File: config.mk
export PLATFORM = sky130hd
export DESIGN_NAME = fact_host_flat
export DESIGN_NICKNAME = d
export VERILOG_FILES = /design/src/rtl/fact_host_if.sv /design/src/rtl/fact_host.sv /design/src/flat_wrapper.sv
export SDC_FILE = /design/constraint.sdc
export NUM_CORES = 1
export LEC_CHECK = 0
export ABC_AREA = 1
export BUFFER_PORTS_ARGS = -buffer_cell sky130_fd_sc_hd__buf_2
export CAP_MARGIN = 20
export CORE_MARGIN = 2
export CORE_UTILIZATION = 51
export DETAILED_ROUTE_END_ITERATION = 10
export GPL_TIMING_DRIVEN = 0
export PLACE_DENSITY = 0.88
export SYNTH_ARGS = -nofsm -noshare
export SYNTH_HDL_FRONTEND = slang
export SYNTH_SLANG_ARGS = --single-unit
export TNS_END_PERCENT = 1
File: constraint.sdc
create_clock -name clk -period 1.5 [get_ports clk]
set_input_delay 0 -clock clk [delete_from_list [all_inputs] [get_ports clk]]
set_output_delay 0 -clock clk [all_outputs]
set_load 0.005 [all_outputs]
File: src/rtl/fact_host_if.sv
// Client-side job/response handshake and peripheral register bus for fact_host.
// The master modport is the sequencer's view; slave is the client/peripheral side.
interface fact_host_if;
    logic        req_valid;
    logic        req_ready;
    logic [3:0]  req_n;
    logic        resp_valid;
    logic        resp_ready;
    logic [31:0] resp_nf;
    logic        resp_err;
    logic        resp_timeout;
    logic        busy;
    logic [1:0]  bus_a;
    logic        bus_we;
    logic [3:0]  bus_wd;
    logic [31:0] bus_rd;

    modport master (
        input  req_valid, req_n, resp_ready, bus_rd,
        output req_ready, resp_valid, resp_nf, resp_err, resp_timeout, busy,
               bus_a, bus_we, bus_wd
    );

    modport slave (
        output req_valid, req_n, resp_ready, bus_rd,
        input  req_ready, resp_valid, resp_nf, resp_err, resp_timeout, busy,
               bus_a, bus_we, bus_wd
    );
endinterface

File: src/rtl/fact_host.sv
// Bus-initiator sequencer: runs write n / pulse go / poll status / read nf / clear go
// against the 4-word factorial peripheral and returns the result on a handshake port.
module fact_host #(
    parameter int unsigned TIMEOUT = 4096,
    parameter int unsigned CNT_W   = 13
) (
    input  logic       clk,
    input  logic       rst,
    fact_host_if.master fh
);

    typedef enum logic [2:0] {
        IDLE, WR_N, WR_GO, SETTLE, POLL, RD_RES, CLR_GO, RESP
    } state_e;

    localparam logic [CNT_W-1:0] CNT_LAST = CNT_W'(TIMEOUT - 1);

    state_e           state_q, state_d;
    logic [3:0]       n_q, n_d;
    logic [31:0]      nf_q, nf_d;
    logic             err_q, err_d;
    logic             to_q, to_d;
    logic [CNT_W-1:0] cnt_q, cnt_d;

    always_ff @(posedge clk) begin
        if (rst) begin
            state_q <= IDLE;
            n_q     <= '0;
            nf_q    <= '0;
            err_q   <= 1'b0;
            to_q    <= 1'b0;
            cnt_q   <= '0;
        end else begin
            state_q <= state_d;
            n_q     <= n_d;
            nf_q    <= nf_d;
            err_q   <= err_d;
            to_q    <= to_d;
            cnt_q   <= cnt_d;
        end
    end

    always_comb begin
        state_d = state_q;
        n_d     = n_q;
        nf_d    = nf_q;
        err_d   = err_q;
        to_d    = to_q;
        cnt_d   = cnt_q;

        fh.req_ready    = 1'b0;
        fh.resp_valid   = 1'b0;
        fh.resp_nf      = '0;
        fh.resp_err     = 1'b0;
        fh.resp_timeout = 1'b0;
        fh.busy         = (state_q != IDLE);
        fh.bus_a        = 2'd0;
        fh.bus_we       = 1'b0;
        fh.bus_wd       = '0;

        case (state_q)
            IDLE: begin
                fh.req_ready = 1'b1;
                if (fh.req_valid) begin
                    n_d     = fh.req_n;
                    state_d = WR_N;
                end
            end
            WR_N: begin
                fh.bus_a  = 2'd0;
                fh.bus_we = 1'b1;
                fh.bus_wd = n_q;
                state_d   = WR_GO;
            end
            WR_GO: begin
                fh.bus_a  = 2'd1;
                fh.bus_we = 1'b1;
                fh.bus_wd = 4'b0001;
                state_d   = SETTLE;
            end
            SETTLE: begin
                // status still reflects the previous job here, so it is not sampled
                fh.bus_a = 2'd2;
                cnt_d    = '0;
                state_d  = POLL;
            end
            POLL: begin
                fh.bus_a = 2'd2;
                cnt_d    = cnt_q + 1'b1;
                if (fh.bus_rd[1]) begin
                    err_d   = 1'b1;
                    state_d = CLR_GO;
                end else if (fh.bus_rd[0]) begin
                    state_d = RD_RES;
                end else if (cnt_q == CNT_LAST) begin
                    to_d    = 1'b1;
                    state_d = CLR_GO;
                end
            end
            RD_RES: begin
                fh.bus_a = 2'd3;
                nf_d     = fh.bus_rd;
                state_d  = CLR_GO;
            end
            CLR_GO: begin
                fh.bus_a  = 2'd1;
                fh.bus_we = 1'b1;
                fh.bus_wd = 4'b0000;
                state_d   = RESP;
            end
            RESP: begin
                fh.resp_valid   = 1'b1;
                fh.resp_nf      = (err_q || to_q) ? '0 : nf_q;
                fh.resp_err     = err_q;
                fh.resp_timeout = to_q;
                if (fh.resp_ready) begin
                    err_d   = 1'b0;
                    to_d    = 1'b0;
                    nf_d    = '0;
                    state_d = IDLE;
                end
            end
            default: state_d = IDLE;
        endcase
    end

endmodule

File: src/flat_wrapper.sv
// flat-port wrapper written by rule: the top's interface ports become plain ports
module fact_host_flat 
#(
    parameter int unsigned TIMEOUT = 4096,
    parameter int unsigned CNT_W   = 13
)
  (clk, rst, fh_req_valid, fh_req_n, fh_resp_ready, fh_bus_rd, fh_req_ready, fh_resp_valid, fh_resp_nf, fh_resp_err, fh_resp_timeout, fh_busy, fh_bus_a, fh_bus_we, fh_bus_wd);
  fact_host_if fh_i ();
  input  logic clk;
  input  logic rst;
  input wire logic [$bits(fh_i.req_valid)-1:0] fh_req_valid;
  input wire logic [$bits(fh_i.req_n)-1:0] fh_req_n;
  input wire logic [$bits(fh_i.resp_ready)-1:0] fh_resp_ready;
  input wire logic [$bits(fh_i.bus_rd)-1:0] fh_bus_rd;
  output wire logic [$bits(fh_i.req_ready)-1:0] fh_req_ready;
  output wire logic [$bits(fh_i.resp_valid)-1:0] fh_resp_valid;
  output wire logic [$bits(fh_i.resp_nf)-1:0] fh_resp_nf;
  output wire logic [$bits(fh_i.resp_err)-1:0] fh_resp_err;
  output wire logic [$bits(fh_i.resp_timeout)-1:0] fh_resp_timeout;
  output wire logic [$bits(fh_i.busy)-1:0] fh_busy;
  output wire logic [$bits(fh_i.bus_a)-1:0] fh_bus_a;
  output wire logic [$bits(fh_i.bus_we)-1:0] fh_bus_we;
  output wire logic [$bits(fh_i.bus_wd)-1:0] fh_bus_wd;
  assign fh_i.req_valid = fh_req_valid;
  assign fh_i.req_n = fh_req_n;
  assign fh_i.resp_ready = fh_resp_ready;
  assign fh_i.bus_rd = fh_bus_rd;
  assign fh_req_ready = fh_i.req_ready;
  assign fh_resp_valid = fh_i.resp_valid;
  assign fh_resp_nf = fh_i.resp_nf;
  assign fh_resp_err = fh_i.resp_err;
  assign fh_resp_timeout = fh_i.resp_timeout;
  assign fh_busy = fh_i.busy;
  assign fh_bus_a = fh_i.bus_a;
  assign fh_bus_we = fh_i.bus_we;
  assign fh_bus_wd = fh_i.bus_wd;
  fact_host #(.TIMEOUT(TIMEOUT), .CNT_W(CNT_W)) u_core (.clk(clk), .rst(rst), .fh(fh_i));
endmodule
After elaboration in Yosys (flattened, before gate mapping)
Index checks and enable logic that the tools add are counted.
{ "totals": {"regBits": 54, "inputBits": 40, "out_inout_bits": 44, "wordCells": 61} }
{ "classes": {"add_sub_neg": 1, "n_eq_ne": 15, "muxes": 25, "n_reduce_logical": 14} }
{ "op_table": {"columns": ["operator", "count"], "rows": [
  ["32-bit two-way mux", 3],
  ["32-bit case mux with 2 select lines", 1],
  ["13-bit case mux with 2 select lines", 1],
  ["3-bit case mux with 8 select lines", 1],
  ["3-bit two-way mux", 5],
  ["13-bit by 1-bit adder with 13-bit output (second input constant)", 1],
  ["13-bit by 12-bit == test with 1-bit output (second input constant)", 1],
  ["3-bit == test (second input constant)", 4],
  ["1-bit two-way mux", 10],
  ["2-bit != test (second input constant)", 5],
  ["4-bit case mux with 2 select lines", 1],
  ["3-bit by 2-bit == test with 1-bit output (second input constant)", 2],
  ["2-bit case mux with 3 select lines", 1],
  ["3-bit AND reduction", 2],
  ["2-bit nonzero test", 3],
  ["5-bit AND reduction", 1],
  ["4-bit by 3-bit != test with 1-bit output (second input constant)", 1],
  ["1-bit case mux with 2 select lines", 2],
  ["2-bit AND reduction", 2],
  ["2-bit OR reduction", 2],
  ["3-bit by 1-bit == test with 1-bit output (second input constant)", 1],
  ["3-bit logical NOT", 1],
  ["3-bit nonzero test", 1],
  ["3-bit OR reduction", 1],
  ["2 further kinds", 2]
]} }

Longest topological paths before layout
{ "depth": {"depth_word": 5, "depth_mapped": 9, "ltp_nobuf": 9} }

Least setup slack after synthesis
OpenSTA, ideal clock, no wires.
{ "synth_timing": {"path_type": "reg-to-reg", "startpoint": "register u_core.cnt_q[0]", "endpoint": "register u_core.cnt_q[12]", "setup_ns": 0.132, "t_arrival_ns": 1.095, "required_ns": 1.368, "setup_slack_ns": 0.272, "stages_incl_launch_ff": 9, "path_buffers": 0, "period_less_slack_ns": 1.228, "path_cell_list": "dfxtp_1 ha_1 nand2_1 nor2_1 nand2_1 nor2_1 nand2_1 nand3_1 a21oi_1"} }
{ "synth_via": {"elab_chain_len": 2} }
{ "synth_rtl": {"columns": ["item", "line", "source"], "rows": [
  ["from (decl)", "fact_host.sv:23", "logic [CNT_W-1:0] cnt_q, cnt_d;"],
  ["from (signal assigned)", "fact_host.sv:39", "cnt_q <= cnt_d;"],
  ["13-bit by 1-bit adder with 13-bit output", "fact_host.sv:89", "cnt_d = cnt_q + 1'b1;"],
  ["13-bit case mux with 2 select lines", "fact_host.sv:61", "case (state_q)"]
]} }
No other way between the ends.
A chain may end at the register's enable or synchronous reset.

Final worst setup path
{ "layout_timing": {"startpoint": "register u_core.state_q[0]", "endpoint": "output fh_resp_nf[6]"} }
{ "layout_via": {"elab_chain_len": 2} }
{ "layout_rtl": {"columns": ["item", "line", "source"], "rows": [
  ["from (decl)", "fact_host.sv:18", "state_e state_q, state_d;"],
  ["from (signal assigned)", "fact_host.sv:34", "state_q <= state_d;"],
  ["3-bit == test", "fact_host.sv:61", null],
  ["32-bit two-way mux", "fact_host.sv:61", null],
  ["to (decl)", "flat_wrapper.sv:17", "output wire logic [$bits(fh_i.resp_nf)-1:0] fh_resp_nf;"]
]} }
No other way between the ends.

==> metrics.cfg <==
[worst_setup_path]
r2r-end=u_core.state_q[1]$_SDFFE_PP0P_
r2r_start=u_core.state_q[0]$_SDFFE_PP0P_
required_ns=1.50
cp.arrival_ns=1.61
cp_max_fo=6
slowest_stage=dfxtp_2
r2r_slack_ns=0
critical_path.cell_chain=buf_6 -> nand2_8 -> nor2_8 -> buf_8 -> nand2_2 -> nor2_2 -> buf_2
crit_type=flop to primary output
path_buf_inv=3
worst_path_dominant_cell_family=simple AND/OR/NAND/NOR gates
end_kind=primary output
ff2ff_path_depth=9
critPathLaunchType=flop
critical-path-max-stage-delay_ns=0.36

[routing]
wl_per_cell_um=15.3
via_count=3479
viasPerCell=5.67
ant_nets=0
dr.pass1.iters=5
drt_drc_violations_left=0
drt_iter0_drc=456
wl_um=9370

[placement]
gp_congestion=0.870
io_buffers=83
dp_hpwl_um=5000

[synth]
yosys_warnings=0
synth_top_area_share_pct=40.0
yosysTopAreaCell=dfxtp_1
synthTopCellsByArea=dfxtp_1, nand3_1, nand2_1
syn_inst=408
yosys_most_used_dff=dfxtp_1
seq_area_frac_synth_pct=40.0
syn_nets=449
postSynthAreaPerCell_um2=6.63
syn_area_um2=2710
synthArstFlopShare_pct=0
synth-seq-cells=54
synth_cell_types=26
synth_edf_count=0

[worst_hold_path]
min_from=fh_req_valid
min_path_cells=3
hold_path_class=input port to flop
min_to=u_core.n_q[0]$_SDFFE_PP0P_

[status]
status=finished, violations left
violations=negative setup slack

[timing]
max_freq_ghz=0.620
setup_tns_ns=-1.33
grt_setup_unrepaired=yes
fin_crit_sh_pct=108
whs_ns=0.0429
worst_slack_ns=-0.114
finalHoldViolCount=0
slew_viol_final=0
max_slew_margin_pct=63.7
post-route-min-period_ns=1.61
skew_ns=0.0125
tightest_slew_ns=0.544
setup_viol=35

[global_route]
antenna_found_initial=0
grt-ovfl-total=0
grt_pass1_wl_um=13600
grt_start_max_net_pins=18
grt.total_usage_pct=28.2
grt_pass1_vias=3000

[die]
die_x_um=76.8
start_util_pct=53.0
die_area_um2=5900
core_area_um2=5110
ios=84
fp.dieH_um=76.8
num_rows=26

[flow_run]
cap_violations=0

[final_layout]
n_antenna_cell=0
syn2layout_area_growth_pct=43.5
layout-drive-gt1-share_pct=28.7
nets=584

[clock_tree]
cts_max_path_buffers=2
cts_sinks=54
clk_pin_slew_ns=0.11
cts_inserted_buffers=5
worstSkewPairLatency_ns=0.33
clockRootBuffer=clkbuf_8
htreeDepth=2
cts_tree=yes

[power_and_ir_drop]
pwr_density_cell_nw_per_um2=988
vdd_drop_max_uv=844
p_leak_nw=1.70

-- cell type report --
| class | instances | area [um^2] |
|---|---|---|
| clock buffer | 5 | 68.8 |
| buffer | 25 | 168 |
| sequential | 54 | 1090 |
| inverter | 33 | 128 |
| clock inverter | 3 | 45.0 |
| fill | 324 | 1220 |
| tap | 70 | 87.6 |
| timing repair buffer | 127 | 851 |
| multi-input combinational | 297 | 1450 |
-- cell families (layout without fill, tap and decap cells) --
| group | count (synthesis) | in the layout | synth area share [%] |
|---|---|---|---|
| flops | 54 | 54 | 40.0 |
| buf+inv | 58 | 193 | 9.53 |
| simple gates | 227 | 228 | 36.9 |
| compound gates | 68 | 68 | 13.1 |
| fa+ha+maj | 1 | 1 | 0.462 |
-- cell usage in the layout (no fill, tap or decap), types with 2 or more instances in the layout --
cell type,synthesis,routed
buf_2,10,90
nand2_1,82,78
nand3_1,74,73
dfxtp_1,54,50
a21oi_1,49,49
nor2_1,57,47
dlygate4sd3_1,0,36
inv_1,28,28
o21ai_0,12,12
nor2_2,1,11
nand2_2,6,9
buf_4,1,8
clkbuf_1,8,8
buf_6,3,6
clkbuf_8,0,5
dfxtp_2,0,4
inv_2,4,3
nor3_2,0,3
o22ai_1,3,3
nor2_4,1,2
clkbuf_2,0,2
clkinvlp_4,0,2
-- per-stage QoR --
stage	setup slack (ns)	utilization, %	area [um^2]	std cells	total power [W]
finish	-0.114	76.0	3880	614	0.00384
global route	-0.148	76.0	3880	614	0.00399
CTS	-0.0213	72.6	3710	606	0.00366
detailed placement	0.0942	62.8	3210	561	0.00259
global placement	0.120	62.8	3210	561	0.00257
floorplan	0.272	-	2710	408	0.00226
-- metal layers --
layer	part of all wire, %	wire length (um)	track usage (%)	up-vias
met2	48	4480	46.8	247
met5	0	0	0	-
met3	9.6	903	5.88	39
li1	-	-	-	1603
met1	39	3650	35.0	1590
met4	3.6	334	12.9	0
-- where the power goes --
part           switching (W)  leakage (nW)  internal (W)  total (W)
sequential         0.0000830         0.438       0.00153    0.00161
clock               0.000513        0.0504      0.000497    0.00101
combinational       0.000773          1.21      0.000439    0.00121
-- how the worst max path moves through the flow --
stage	start	endpoint	slack, ns	depth (start not counted)
2_1_floorplan	u_core.cnt_q[0]$_SDFFE_PP0P_	u_core.cnt_q[12]$_SDFFE_PP0P_	0.27	8
3_3_place_gp	u_core.cnt_q[0]$_SDFFE_PP0P_	u_core.cnt_q[12]$_SDFFE_PP0P_	0.12	8
3_5_place_dp	u_core.cnt_q[0]$_SDFFE_PP0P_	u_core.cnt_q[12]$_SDFFE_PP0P_	0.09	8
4_1_cts	u_core.state_q[0]$_SDFFE_PP0P_	fh_resp_nf[13]	-0.02	7
5_1_grt	u_core.state_q[0]$_SDFFE_PP0P_	fh_resp_nf[8]	-0.15	7
6_report	u_core.state_q[0]$_SDFFE_PP0P_	fh_resp_nf[6]	-0.11	7
-- state kept, by name (all words and copies together) (netlist names) --
| name | cells |
|---|---|
| u_core.to_q | 1 |
| u_core.err_q | 1 |
| u_core.state_q | 3 |
| u_core.nf_q | 32 |
| u_core.n_q | 4 |
| u_core.cnt_q | 13 |
-- cells in the mapped netlist (4+ instances only) --
library cell	n
a21oi_1	49
buf_2	10
clkbuf_1	8
dfxtp_1	54
inv_1	28
inv_2	4
nand2_1	82
nand2_2	6
nand3_1	74
nor2_1	57
nor3_1	4
o21ai_0	12
-- worst min-delay path, delay by kind of cell --
kind,cells,cell delay [ns]
AO/OA/AOI/OAI,1,0.07
buffers and inverters,1,0.12
AND/OR/NAND/NOR,1,0.12
-- repair_timing --
action	in CTS	in global routing
resized for setup	8	35
endpoints found under the setup margin	34	47
hold buffers	36	0
hold endpoints to repair	36	0
pin swaps	0	4
setup buffers	1	3
cloned	0	5
Power figures use the tool's default switching activity.
